### config.mk
export PLATFORM = sky130hd
export DESIGN_NAME = seven_segment_reader
export DESIGN_NICKNAME = d
export VERILOG_FILES = /design/src/rtl/seg_pkg.sv /design/src/rtl/seg_mask_decode.sv /design/src/rtl/seven_segment_reader.sv
export SDC_FILE = /design/constraint.sdc
export NUM_CORES = 1
export LEC_CHECK = 0
export ABC_CLOCK_PERIOD_IN_PS = 6570
export CAP_MARGIN = 10
export CORE_UTILIZATION = 25
export DETAILED_ROUTE_END_ITERATION = 8
export GPL_TIMING_DRIVEN = 1
export PLACE_DENSITY = 0.53
export SLEW_MARGIN = 20
export SYNTH_ARGS = -nofsm -noshare
export SYNTH_HDL_FRONTEND = slang
export SYNTH_SLANG_ARGS = --single-unit
export TNS_END_PERCENT = 50
### constraint.sdc
create_clock -name clk -period 6.57 [get_ports clk]
set_input_delay 1.314 -clock clk [delete_from_list [all_inputs] [get_ports clk]]
set_output_delay 1.314 -clock clk [all_outputs]
set_load 0.005 [all_outputs]
### src/rtl/seg_pkg.sv
// Shared definitions for the seven-segment glyph reader: segment indices,
// glyph geometry, probe centre lookup, digit-to-mask table and FSM states.
package seg_pkg;

  localparam int NUM_SEG = 7;

  // Bit positions inside a mask {g,f,e,d,c,b,a}
  localparam int SEG_A = 0;
  localparam int SEG_B = 1;
  localparam int SEG_C = 2;
  localparam int SEG_D = 3;
  localparam int SEG_E = 4;
  localparam int SEG_F = 5;
  localparam int SEG_G = 6;

  // Glyph box size and segment stroke thickness
  localparam int GLYPH_W = 80;
  localparam int GLYPH_H = 140;
  localparam int SEG_T   = 20;

  // Masks for digits 0..9, indexed by the digit value
  localparam logic [NUM_SEG-1:0] DIGIT_MASK [10] = '{
    7'h3F, 7'h06, 7'h5B, 7'h4F, 7'h66, 7'h6D, 7'h7D, 7'h07, 7'h7F, 7'h6F
  };

  typedef enum logic [1:0] {
    IDLE   = 2'd0,
    SCAN   = 2'd1,
    DECIDE = 2'd2
  } state_t;

  // Probe centre column, relative to the glyph box: middle of each stroke
  function automatic int probe_cx(input int seg);
    case (seg)
      SEG_A, SEG_D, SEG_G: return GLYPH_W / 2;
      SEG_B, SEG_C:        return GLYPH_W - SEG_T / 2;
      default:             return SEG_T / 2;
    endcase
  endfunction

  // Probe centre row, relative to the glyph box: vertical strokes are probed
  // halfway between the horizontal strokes they join
  function automatic int probe_cy(input int seg);
    case (seg)
      SEG_A:        return SEG_T / 2;
      SEG_G:        return GLYPH_H / 2;
      SEG_D:        return GLYPH_H - SEG_T / 2;
      SEG_B, SEG_F: return (SEG_T / 2 + GLYPH_H / 2) / 2;
      default:      return (GLYPH_H / 2 + GLYPH_H - SEG_T / 2) / 2;
    endcase
  endfunction

endpackage

### src/rtl/seg_mask_decode.sv
// Combinational decode of a 7-bit segment mask into a digit with
// legal / blank flags. Digit is 0 whenever the mask is not a legal glyph.
module seg_mask_decode
  import seg_pkg::*;
(
  input  logic [NUM_SEG-1:0] mask,
  output logic [3:0]         digit,
  output logic               legal,
  output logic               blank
);

  // Search the glyph table for an exact match
  always_comb begin
    // NOTE: every output gets a default before the loop, otherwise a
    // non-matching mask would leave them unassigned and infer latches.
    digit = '0;
    legal = 1'b0;
    for (int n = 0; n < 10; n++) begin
      if (mask == DIGIT_MASK[n]) begin
        digit = 4'(n);
        legal = 1'b1;
      end
    end
  end

  assign blank = (mask == '0);

endmodule

### src/rtl/seven_segment_reader.sv
// Reads a digit glyph back from the pixel stream: seven probe squares count
// lit pixels during a frame, a majority vote per probe forms the segment mask
// and the mask is decoded and published once per frame.
module seven_segment_reader
  import seg_pkg::*;
#(
  parameter int X0     = 0,
  parameter int Y0     = 0,
  parameter int PROBE  = 4,
  parameter int STABLE = 3
) (
  input  logic               clk,
  input  logic               rst,
  input  logic [9:0]         sx,
  input  logic [9:0]         sy,
  input  logic               de,
  input  logic               pixel_on,
  input  logic               frame_start,
  input  logic               frame_end,
  output logic [NUM_SEG-1:0] seg_mask,
  output logic [3:0]         digit,
  output logic               valid,
  output logic               error,
  output logic               blank,
  output logic               locked
);

  localparam int AREA = PROBE * PROBE;
  localparam int CW   = $clog2(AREA + 1);
  localparam logic [CW-1:0] HIT_MAX    = CW'(AREA);
  localparam logic [CW-1:0] TH         = CW'(AREA / 2 + 1);
  localparam logic [3:0]    STABLE_MAX = 4'(STABLE);

  state_t              state;
  logic                start_pending;
  logic [CW-1:0]       hits [NUM_SEG];
  logic [NUM_SEG-1:0]  in_probe;
  logic [NUM_SEG-1:0]  mask_now;
  logic                clear_hits;
  logic                count_en;
  logic [3:0]          dec_digit;
  logic                dec_legal;
  logic                dec_blank;
  logic [3:0]          stable_cnt;
  logic [3:0]          stable_next;

  // Per-segment probe window test and majority vote
  for (genvar i = 0; i < NUM_SEG; i++) begin : g_seg
    localparam int XL = X0 + probe_cx(i) - PROBE / 2;
    localparam int YL = Y0 + probe_cy(i) - PROBE / 2;

    assign in_probe[i] = (int'(sx) >= XL) && (int'(sx) < XL + PROBE) &&
                         (int'(sy) >= YL) && (int'(sy) < YL + PROBE);
    assign mask_now[i] = (hits[i] >= TH);
  end

  // Counters restart whenever a frame (re)starts, including a start that was
  // deferred behind a same-cycle frame_end
  always_comb begin
    clear_hits = 1'b0;
    case (state)
      IDLE:    clear_hits = frame_start;
      SCAN:    clear_hits = frame_start && !frame_end;
      DECIDE:  clear_hits = frame_start || start_pending;
      default: clear_hits = 1'b0;
    endcase
  end

  assign count_en = (state == SCAN) && !clear_hits && de && pixel_on;

  // Frame FSM: IDLE -> SCAN -> DECIDE -> IDLE/SCAN
  always_ff @(posedge clk or posedge rst) begin
    if (rst) begin
      state         <= IDLE;
      start_pending <= 1'b0;
    end else begin
      // NOTE: state registers use non-blocking assignments so every block
      // sees the pre-edge values regardless of evaluation order.
      case (state)
        IDLE: begin
          if (frame_start) state <= SCAN;
        end
        SCAN: begin
          if (frame_end) begin
            state         <= DECIDE;
            start_pending <= frame_start;
          end
        end
        DECIDE: begin
          start_pending <= 1'b0;
          state         <= (frame_start || start_pending) ? SCAN : IDLE;
        end
        default: state <= IDLE;
      endcase
    end
  end

  // Saturating hit counters, one per probe
  always_ff @(posedge clk or posedge rst) begin
    if (rst) begin
      // NOTE: the counter array is a handful of flops, not RAM, so it is
      // reset like any other state; a mid-frame reset must discard counts.
      for (int i = 0; i < NUM_SEG; i++) hits[i] <= '0;
    end else begin
      for (int i = 0; i < NUM_SEG; i++) begin
        if (clear_hits) begin
          hits[i] <= '0;
        end else if (count_en && in_probe[i] && (hits[i] != HIT_MAX)) begin
          hits[i] <= hits[i] + 1'b1;
        end
      end
    end
  end

  seg_mask_decode u_decode (
    .mask  (mask_now),
    .digit (dec_digit),
    .legal (dec_legal),
    .blank (dec_blank)
  );

  // Next stability count: repeats of the same legal digit accumulate
  always_comb begin
    stable_next = '0;
    if (dec_legal) begin
      if (dec_digit != digit)             stable_next = 4'd1;
      else if (stable_cnt >= STABLE_MAX)  stable_next = STABLE_MAX;
      else                                stable_next = stable_cnt + 4'd1;
    end
  end

  // Publish the decision on the cycle after DECIDE
  always_ff @(posedge clk or posedge rst) begin
    if (rst) begin
      seg_mask   <= '0;
      digit      <= '0;
      valid      <= 1'b0;
      error      <= 1'b0;
      blank      <= 1'b0;
      locked     <= 1'b0;
      stable_cnt <= '0;
    end else begin
      valid <= 1'b0;
      if (state == DECIDE) begin
        seg_mask   <= mask_now;
        valid      <= 1'b1;
        blank      <= dec_blank;
        error      <= !dec_legal && !dec_blank;
        stable_cnt <= stable_next;
        locked     <= (stable_next >= STABLE_MAX);
        if (dec_legal) digit <= dec_digit;
      end
    end
  end

endmodule

# == Word level (Yosys, flattened, before mapping) ==
# Index checks and enable logic that the tools add are counted.
# Widths: inputs -> output; s select.
# op_classes
add_sub_neg,8
n_lt_le_gt_ge,25
eq_ne,22
mux,44
n_reduce_logical,54
# op_table
cell,count
$mux 5,14
$eq 7x7->1 const B,7
$logic_and 1x1->1,36
$add 5x1->5 const B,7
$ge 5x4->1 const B,7
$ne 5x5->1 const B,7
$ge 10x7->1 const B,3
$lt 10x7->1 const B,3
$ge 10x4->1 const B,2
$ge 10x6->1 const B,2
$lt 10x4->1 const B,2
$lt 10x6->1 const B,2
$mux 4,5
$reduce_bool 2->1,8
$eq 7x3->1 const B,2
$mux 1,14
$mux 3,4
$ge 10x8->1 const B,1
$lt 10x8->1 const B,1
$ge 4x2->1 const B,2
$mux 2,4
$eq 7x6->1 const B,1
$logic_not 7->1,1
$pmux 2 s3,1
other kinds (11),17
# word_totals
register_bits,57
inputBits,26
output_inout_bits,15
elab_cells,169

# == Longest topological paths before layout ==
# Gate-level depths: netlist of the first run.
# logic_depth
depth_word,15
depth_mapped,10
mapped_depth_nobuf,9

# == Cells and area by module ==
# A second synthesis of the first run with hierarchy kept.
# unflattened
hier_cells,402
hier_area_um2,3816.2
# by_module_without_submodules
mod,instances,cells_each,area_each_um2,seq_area_each_um2
seven_segment_reader,1,373,3627.2,1426.4
seg_mask_decode,1,29,188.9,0.0

# == Least setup slack after synthesis of the first run ==
# No wires, ideal clock.
# synth_path
kind,input-to-reg
start,input port sx[4]
end,register hits[14] (netlist name)
setup_time_ps,139
t_arrival_ps,3075
required_time_ps,6431
setup_slack_ps,3357
cell_stages,6
n_path_buf,0
cell_sequence,or4_4 -> or4_4 -> nor4_4 -> nand4_1 -> xor2_1 -> nor2_1
# synth_via
elab_chain_len,7
elab_cells_between_ends,8
cone_classes,order compare: 2; reduce/logical: 6
# synth_lines
item,line_no,source
from (decl),seven_segment_reader.sv:14,"input logic [9:0] sx,"
$ge 10x4->1 / $lt 10x4->1 (equally long branches),seven_segment_reader.sv:52,assign in_probe[i] = (int'(sx) >= XL) && (int'(sx) < XL + PROBE) &&
$logic_and 1x1->1 (*) (2 in a row),seven_segment_reader.sv:52,
$logic_and 1x1->1 (*),seven_segment_reader.sv:53,(int'(sy) >= YL) && (int'(sy) < YL + PROBE);
$logic_and 1x1->1 (*) (2 in a row),seven_segment_reader.sv:108,end else if (count_en && in_probe[i] && (hits[i] != HIT_MAX)) begin
$reduce_bool 2->1 (no source line) (*),n/a,
"to (signal, indexed assignment)",seven_segment_reader.sv:109,hits[i] <= hits[i] + 1'b1;
to (decl),seven_segment_reader.sv:36,logic [CW-1:0] hits [NUM_SEG];
# Every way passes the cells marked *; elsewhere a longest branch is shown, timed or not.
# A chain may end at the register's enable or synchronous reset.

# == Worst setup path after layout of the first run ==
# layout_path
start,input port sx[4]
end,register hits[24] (netlist name)
# layout_via
elab_chain_len,7
elab_cells_between_ends,8
cone_classes,order compare: 2; reduce/logical: 6
# layout_lines
item,line_no
$ge 10x7->1 / $lt 10x7->1 (equally long branches),seven_segment_reader.sv:52
$logic_and 1x1->1 (*) (2 in a row),seven_segment_reader.sv:52
$logic_and 1x1->1 (*),seven_segment_reader.sv:53
$logic_and 1x1->1 (*) (2 in a row),seven_segment_reader.sv:108
$reduce_bool 2->1 (no source line) (*),n/a
# Marks and branches as above.

==> run summary, run 1 <==
status - finished clean
DRC Markers - 0
Avg Vias per Cell - 4.60
critical path class - primary input to flop
vias - 2,621
part of the power in combinational logic - 0.117
Layout fillers - 1,341
Period minus WS final - 3600 ps
r2r startpoint - hits[1]$_DFFE_PP0P_
synth warn - 0
Clock Tree Root - clkbuf_16
Rel. slew slack - 0.439
Clock Sinks - 57
Sw Ratio - 0.239
Tcrit/Tclk final - 0.549
GR Overflow Total - 0
total internal power - 702 uW
first-pass GRT wire length - 12.7 mm
Slowest cell on crit path - nor4_1
Post-CTS Resized - 0
postcts setup bufs - 0
Hold Path Stages - 2
worst-path cell chain - clkdlybuf4s50_1 -> or4_4 -> nor4_1 -> o31ai_1 -> nor3_2 -> nand4_1 -> xor2_1 -> nor2_1
Max Slew Vio Count - 0
CTS clk-pin slew, worst paths - 50 ps
Core Area - 13,200 um2
reg-to-reg endpoint - stable_cnt[1]$_DFFE_PP0P_
unrepaired setup endpoints after global routing - false
drt first-iter violations - 122
Buffers on Ports - 38
type of the worst min-delay path - flop to flop
number of max-cap violations - 0
overall power - 922 uW
most common cell after layout, fill and taps aside - dfrtp_1
Clock Tree Buf Depth - 2
Yosys top cell area share - 0.424
fmax - 277 MHz
Hold Crit Endpoint - blank$_DFFE_PP0P_
cells after synthesis - 346
Yosys cell types - 55
Crit Path Max Fanout - 6
Final nets - 438
setup TNS - 0 ps
Placement Setup Slack - 2640 ps
drt wl/cell - 12.7 um
largest net degree at the start of global routing - 58
startpoint class of the critical path - primary input
Seq pwr share - 0.416
CP delay by family, top - simple AND/OR/NAND/NOR gates
area grow syn2layout - 26.0%
count of final hold-check violations - 0
setup violators final - 0
initial antenna violation count - 0
H-tree depth - 3
P_leak - 0.00176 uW
R2R depth - 9
pwr dens - 218 nW/um2
GPL Wtd Cong - 0.824
post-cts hold buffer count - 0
Die Area - 13,900 um2
Die W - 118 um
detailed placement HPWL - 5.24 mm
Synth Net Count - 394
hold_sp - blank$_DFFE_PP0P_
IO Pins - 41
r2r setup slk - 3570 ps
largest cells by area after synthesis - dfrtp_1 (42%), ha_1 (8.2%), xor2_1 (5.2%)
Num CTS Buffers - 9
most frequent cells in the layout - dfrtp_1 (57), nor2_1 (46), clkdlybuf4s50_1 (38)
vias in the first global route - 2,587
share of cells above drive strength 1 - 0.0939
DRT antenna net count - 0
setup ws final - 2970 ps
crit end category - flop
worst vdd ir - 0.107 mV
Pre-antenna DRT Iters - 4
post-synthesis instance area - 3360 um2
Site Rows - 42
CTS tree - built
Clock power frac - 0.467
Clock Skews - 6.90 ps
gr usage total - 0.114
Starting Density - 0.255
worst skew pair latency - 320 ps
Synth Flop Type - dfrtp_1
crit-path max cell delay - 610 ps
Post-synth ARST share - 1.00
Post-synth EDFFs - 0
WP data required - 6760 ps
register area share after synthesis - 0.424
Critical path buffers and inverters - 1
WL final - 7.23 mm
Worst Path Arrival - 3790 ps
Synth Area per Inst - 9.72 um2
synthesized flop and latch total - 57
Die Height - 118 um
Sw Pwr - 220 uW
ANT cells - 0
Slew @ Worst Pin - 830 ps
cell taking the most area after synthesis - dfrtp_1
## metrics by stage
step	area, um2	hold slack, ps	utilization	instances
2_1_floorplan	3360	447	-	346
3_3_place_gp	3960	454	0.300	555
3_5_place_dp	3960	467	0.300	555
4_1_cts	4240	482	0.321	570
5_1_grt	4240	505	0.321	570
6_report	4240	476	0.321	570
## worst max path at each step
stage	cells past startpoint	startpoint	endpoint
4_1_cts	8	sx[4]	hits[24]$_DFFE_PP0P_
3_3_place_gp	8	sx[4]	hits[28]$_DFFE_PP0P_
3_5_place_dp	8	sx[4]	hits[23]$_DFFE_PP0P_
6_report	8	sx[4]	hits[24]$_DFFE_PP0P_
2_1_floorplan	6	sx[4]	hits[14]$_DFFE_PP0P_
5_1_grt	8	sx[3]	hits[2]$_DFFE_PP0P_
## power by group through the flow
stage	Clock, uW	Combinational (uW)	Sequential (uW)
2_1_floorplan	0	51.8	387
5_1_grt	460	122	386
3_3_place_gp	0	111	389
4_1_cts	444	111	384
3_5_place_dp	0	111	389
6_report	431	108	383
## Yosys cell counts (3+ instances only)
cell type / count
or4_4: 3
o41ai_1: 6
xor2_1: 20
nand3b_1: 3
o31ai_1: 3
nand2_1: 34
xnor2_1: 14
nor3_1: 7
clkbuf_1: 7
and2_1: 6
nand3_1: 6
dfrtp_1: 57
nor2_1: 46
mux2i_1: 7
nand4_1: 19
nand2b_1: 5
o21ai_0: 8
inv_1: 23
a21oi_1: 6
ha_1: 22
## layout make-up
class                           instances  area (um2)  area share
Timing Repair Buffer                   40         395      0.0933
Sequential cell                        57        1430       0.337
Inverter                               24        90.1      0.0213
Multi-Input combinational cell        258        1820       0.430
Clock buffer                           12         267      0.0629
Clock inverter                          3        15.0     0.00354
Tap cell                              176         220      0.0520
## worst min-delay path, stage by stage, from the launching register on
cell,delay [ps]
dfrtp_1,340
nand2_1,50
nand2_1,50
## registers in the layout, summed over array words and instances (netlist names), 2 cells and up
signal / cells
stable_cnt: 4
state: 2
hits: 35
digit: 4
seg_mask: 7
## per-layer routing
| layer | part of all wire | vias to the layer above | track usage | routed length [um] |
|---|---|---|---|---|
| met5 | 0 | - | 0 | 0 |
| met4 | 0.011 | 0 | 0.0329 | 79 |
| met3 | 0.042 | 11 | 0.0354 | 302 |
| met2 | 0.45 | 58 | 0.174 | 3220 |
| met1 | 0.50 | 1244 | 0.155 | 3630 |
| li1 | - | 1308 | - | - |
## kinds of logic (layout without fill, tap and decap cells)
| group | Yosys count | after routing | share of synthesized area |
|---|---|---|---|
| fa+ha+maj | 22 | 22 | 0.0819 |
| flops | 57 | 57 | 0.424 |
| compound gates | 47 | 47 | 0.113 |
| simple gates | 146 | 146 | 0.230 |
| xor+xnor | 34 | 34 | 0.0886 |
| buf+inv | 31 | 79 | 0.0346 |
| mux | 9 | 9 | 0.0275 |
Note: power is estimated with default switching activity, not from simulation.
==> run 2, diff against run 1 <==
--- a/config.mk
+++ b/config.mk
@@ -5,12 +5,12 @@
 export SDC_FILE = /design/constraint.sdc
 export NUM_CORES = 1
 export LEC_CHECK = 0
-export ABC_CLOCK_PERIOD_IN_PS = 6570
+export ABC_CLOCK_PERIOD_IN_PS = 2900
 export CAP_MARGIN = 10
 export CORE_UTILIZATION = 25
 export DETAILED_ROUTE_END_ITERATION = 8
 export GPL_TIMING_DRIVEN = 1
-export PLACE_DENSITY = 0.53
+export PLACE_DENSITY = 0.55
 export SLEW_MARGIN = 20
 export SYNTH_ARGS = -nofsm -noshare
 export SYNTH_HDL_FRONTEND = slang
==> constraint.sdc (replaced) <==
create_clock -name clk -period 2.9 [get_ports clk]
set_input_delay 0.58 -clock clk [delete_from_list [all_inputs] [get_ports clk]]
set_output_delay 0.58 -clock clk [all_outputs]
set_load 0.005 [all_outputs]
==> run summary, run 2 (synthesis results as in run 1) <==
status - finished clean
Die W - 118 um (unchanged)
vias - 2,691 (+2.7%)
overall power - 2150 uW (+130%)
Clock Sinks - 57 (unchanged)
most crowded layer after global routing - met2
share of cells above drive strength 1 - 0.144 (+0.0500)
Num CTS Buffers - 9 (unchanged)
ANT cells - 0 (unchanged)
setup violators final - 0 (unchanged)
H-tree depth - 3 (unchanged)
GR Overflow Total - 0 (unchanged)
Core Area - 13,200 um2 (unchanged)
crit-path max cell delay - 520 ps (-90 ps)
Pre-antenna DRT Iters - 4 (unchanged)
reg-to-reg endpoint - stable_cnt[0]$_DFFE_PP0P_
most common cell after layout, fill and taps aside - dfrtp_1
met2 GRT Util - 0.181 (+0.00662)
pwr dens - 482 nW/um2 (+120%)
number of max-cap violations - 0 (unchanged)
CP delay by family, top - compound AO/OA/AOI/OAI gates
Placement Setup Slack - -78.9 ps (-2720 ps)
postcts setup bufs - 0 (unchanged)
Period minus WS final - 2720 ps
P_leak - 0.00189 uW (+7.9%)
startpoint class of the critical path - flop
drt wl/cell - 12.2 um (-3.5%)
critical path class - flop to flop
R2R depth - 10 (+1)
Die Area - 13,900 um2 (unchanged)
CP endpoint - stable_cnt[0]$_DFFE_PP0P_
Max Slew Vio Count - 0 (unchanged)
r2r startpoint - hits[11]$_DFFE_PP0P_
count of final hold-check violations - 0 (unchanged)
initial antenna violation count - 0 (unchanged)
drt first-iter violations - 119 (-2.5%)
worst vdd ir - 0.238 mV (+120%)
Largest register FFs - 35 (unchanged)
type of the worst min-delay path - flop to flop
met1 Use GR - 0.153 (-0.00150)
IO Pins - 41 (unchanged)
crit end category - flop
crit path launch - hits[11]$_DFFE_PP0P_
post-cts hold buffer count - 0 (unchanged)
CTS tree - built
Final nets - 460 (+5.0%)
Core Util, Final - 0.338 (+0.0167)
unrepaired setup endpoints after global routing - false
Layout fillers - 1,329 (-0.89%)
Worst Path Arrival - 2920 ps (-870 ps)
Starting Density - 0.255 (unchanged)
Buffers on Ports - 38 (unchanged)
worst skew pair latency - 320 ps (about the same)
largest net degree at the start of global routing - 37 (-36%)
WP data required - 3100 ps (-3660 ps)
Rel. slew slack - 0.668 (+0.228)
DRT antenna net count - 0 (unchanged)
first-pass GRT wire length - 12.9 mm (+2.0%)
Avg Vias per Cell - 4.54 (-1.3%)
most frequent cells in the layout - dfrtp_1 (57), nor2_1 (46), clkdlybuf4s50_1 (38)
Crit Path Max Fanout - 9 (+3)
Clock Tree Root - clkbuf_16
Clock Skews - 9.86 ps (+2.96 ps)
Slew @ Worst Pin - 498 ps (-332 ps)
gr usage total - 0.115 (+0.000971)
area grow syn2layout - 32.6%
worst-path cell chain - inv_1 -> ha_1 -> or4_4 -> a21oi_4 -> xnor2_1 -> a32oi_1 -> o32ai_1 -> buf_4 -> xor2_1 -> o32a_1
r2r setup slk - 180 ps (-3390 ps)
detailed placement HPWL - 5.43 mm (+3.7%)
GR Util met3 - 0.0359 (+0.000484)
Slowest cell on crit path - or4_4
largest reg by FF count - hits
vias in the first global route - 2,687 (+3.9%)
WP depth - 10 (+2)
GPL Wtd Cong - 0.778 (-5.6%)
Die Height - 118 um (unchanged)
CTS clk-pin slew, worst paths - 50 ps (about the same)
top flop regs - hits (35), seg_mask (7)
Critical path buffers and inverters - 2 (+1)
Site Rows - 42 (unchanged)
Tcrit/Tclk final - 0.939
setup ws final - 178 ps (-2790 ps)
fmax - 367 MHz
Clock Tree Buf Depth - 2 (unchanged)
DRC Markers - 0 (unchanged)
WL final - 7.26 mm (+0.43%)
hold_sp - blank$_DFFE_PP0P_
run 2: worst min path at each step:
stage	to	slack, ps	cells after the start
after CTS	blank$_DFFE_PP0P_	470	2
after global placement	blank$_DFFE_PP0P_	460	2
after floorplan	stable_cnt[1]$_DFFE_PP0P_	450	2
after global routing	blank$_DFFE_PP0P_	510	2
after detailed placement	blank$_DFFE_PP0P_	460	2
final	blank$_DFFE_PP0P_	460	2
run 2: worst min-delay path, stage by stage (launching register included):
cell and delay [ps]:
dfrtp_1 340, nand2_1 50, nand2_1 50
run 2: report_power, final:
part,leakage [uW],internal [uW],switching [uW]
combinational,0.000969,126,134
sequential,0.000785,838,29.0
clock,0.000139,663,361
run 2: final cells by class:
class	instances	area (um2)	share of cell area
multi-input combinational	258	1860	0.417
timing repair buffer	62	573	0.129
clock inverter	5	56.3	0.0126
clock buffer	11	233	0.0522
tap	176	220	0.0494
sequential	57	1430	0.320
inverter	24	90.1	0.0202
run 2: layer usage:
metal	share of wire	wire, um
met1	0.50	3660
met5	0	0
met2	0.45	3240
met3	0.045	324
met4	0.0052	38
run 2: per-stage QoR:
| step | instance area, um2 | std cells | setup TNS (ps) | hold WS (ps) |
|---|---|---|---|---|
| after detailed placement | 4130 | 577 | -358 | 458 |
| after CTS | 4420 | 593 | 0 | 470 |
| after global routing | 4460 | 593 | 0 | 509 |
| after global placement | 4130 | 577 | -300 | 455 |
| final | 4460 | 593 | 0 | 463 |
| after floorplan | 3360 | 346 | 0 | 447 |
run 2: what timing repair did:
item,4_1_cts,5_1_grt
gates resized for setup,0,4
hold endpoints to repair,0,0
setup endpoints to repair,0,5
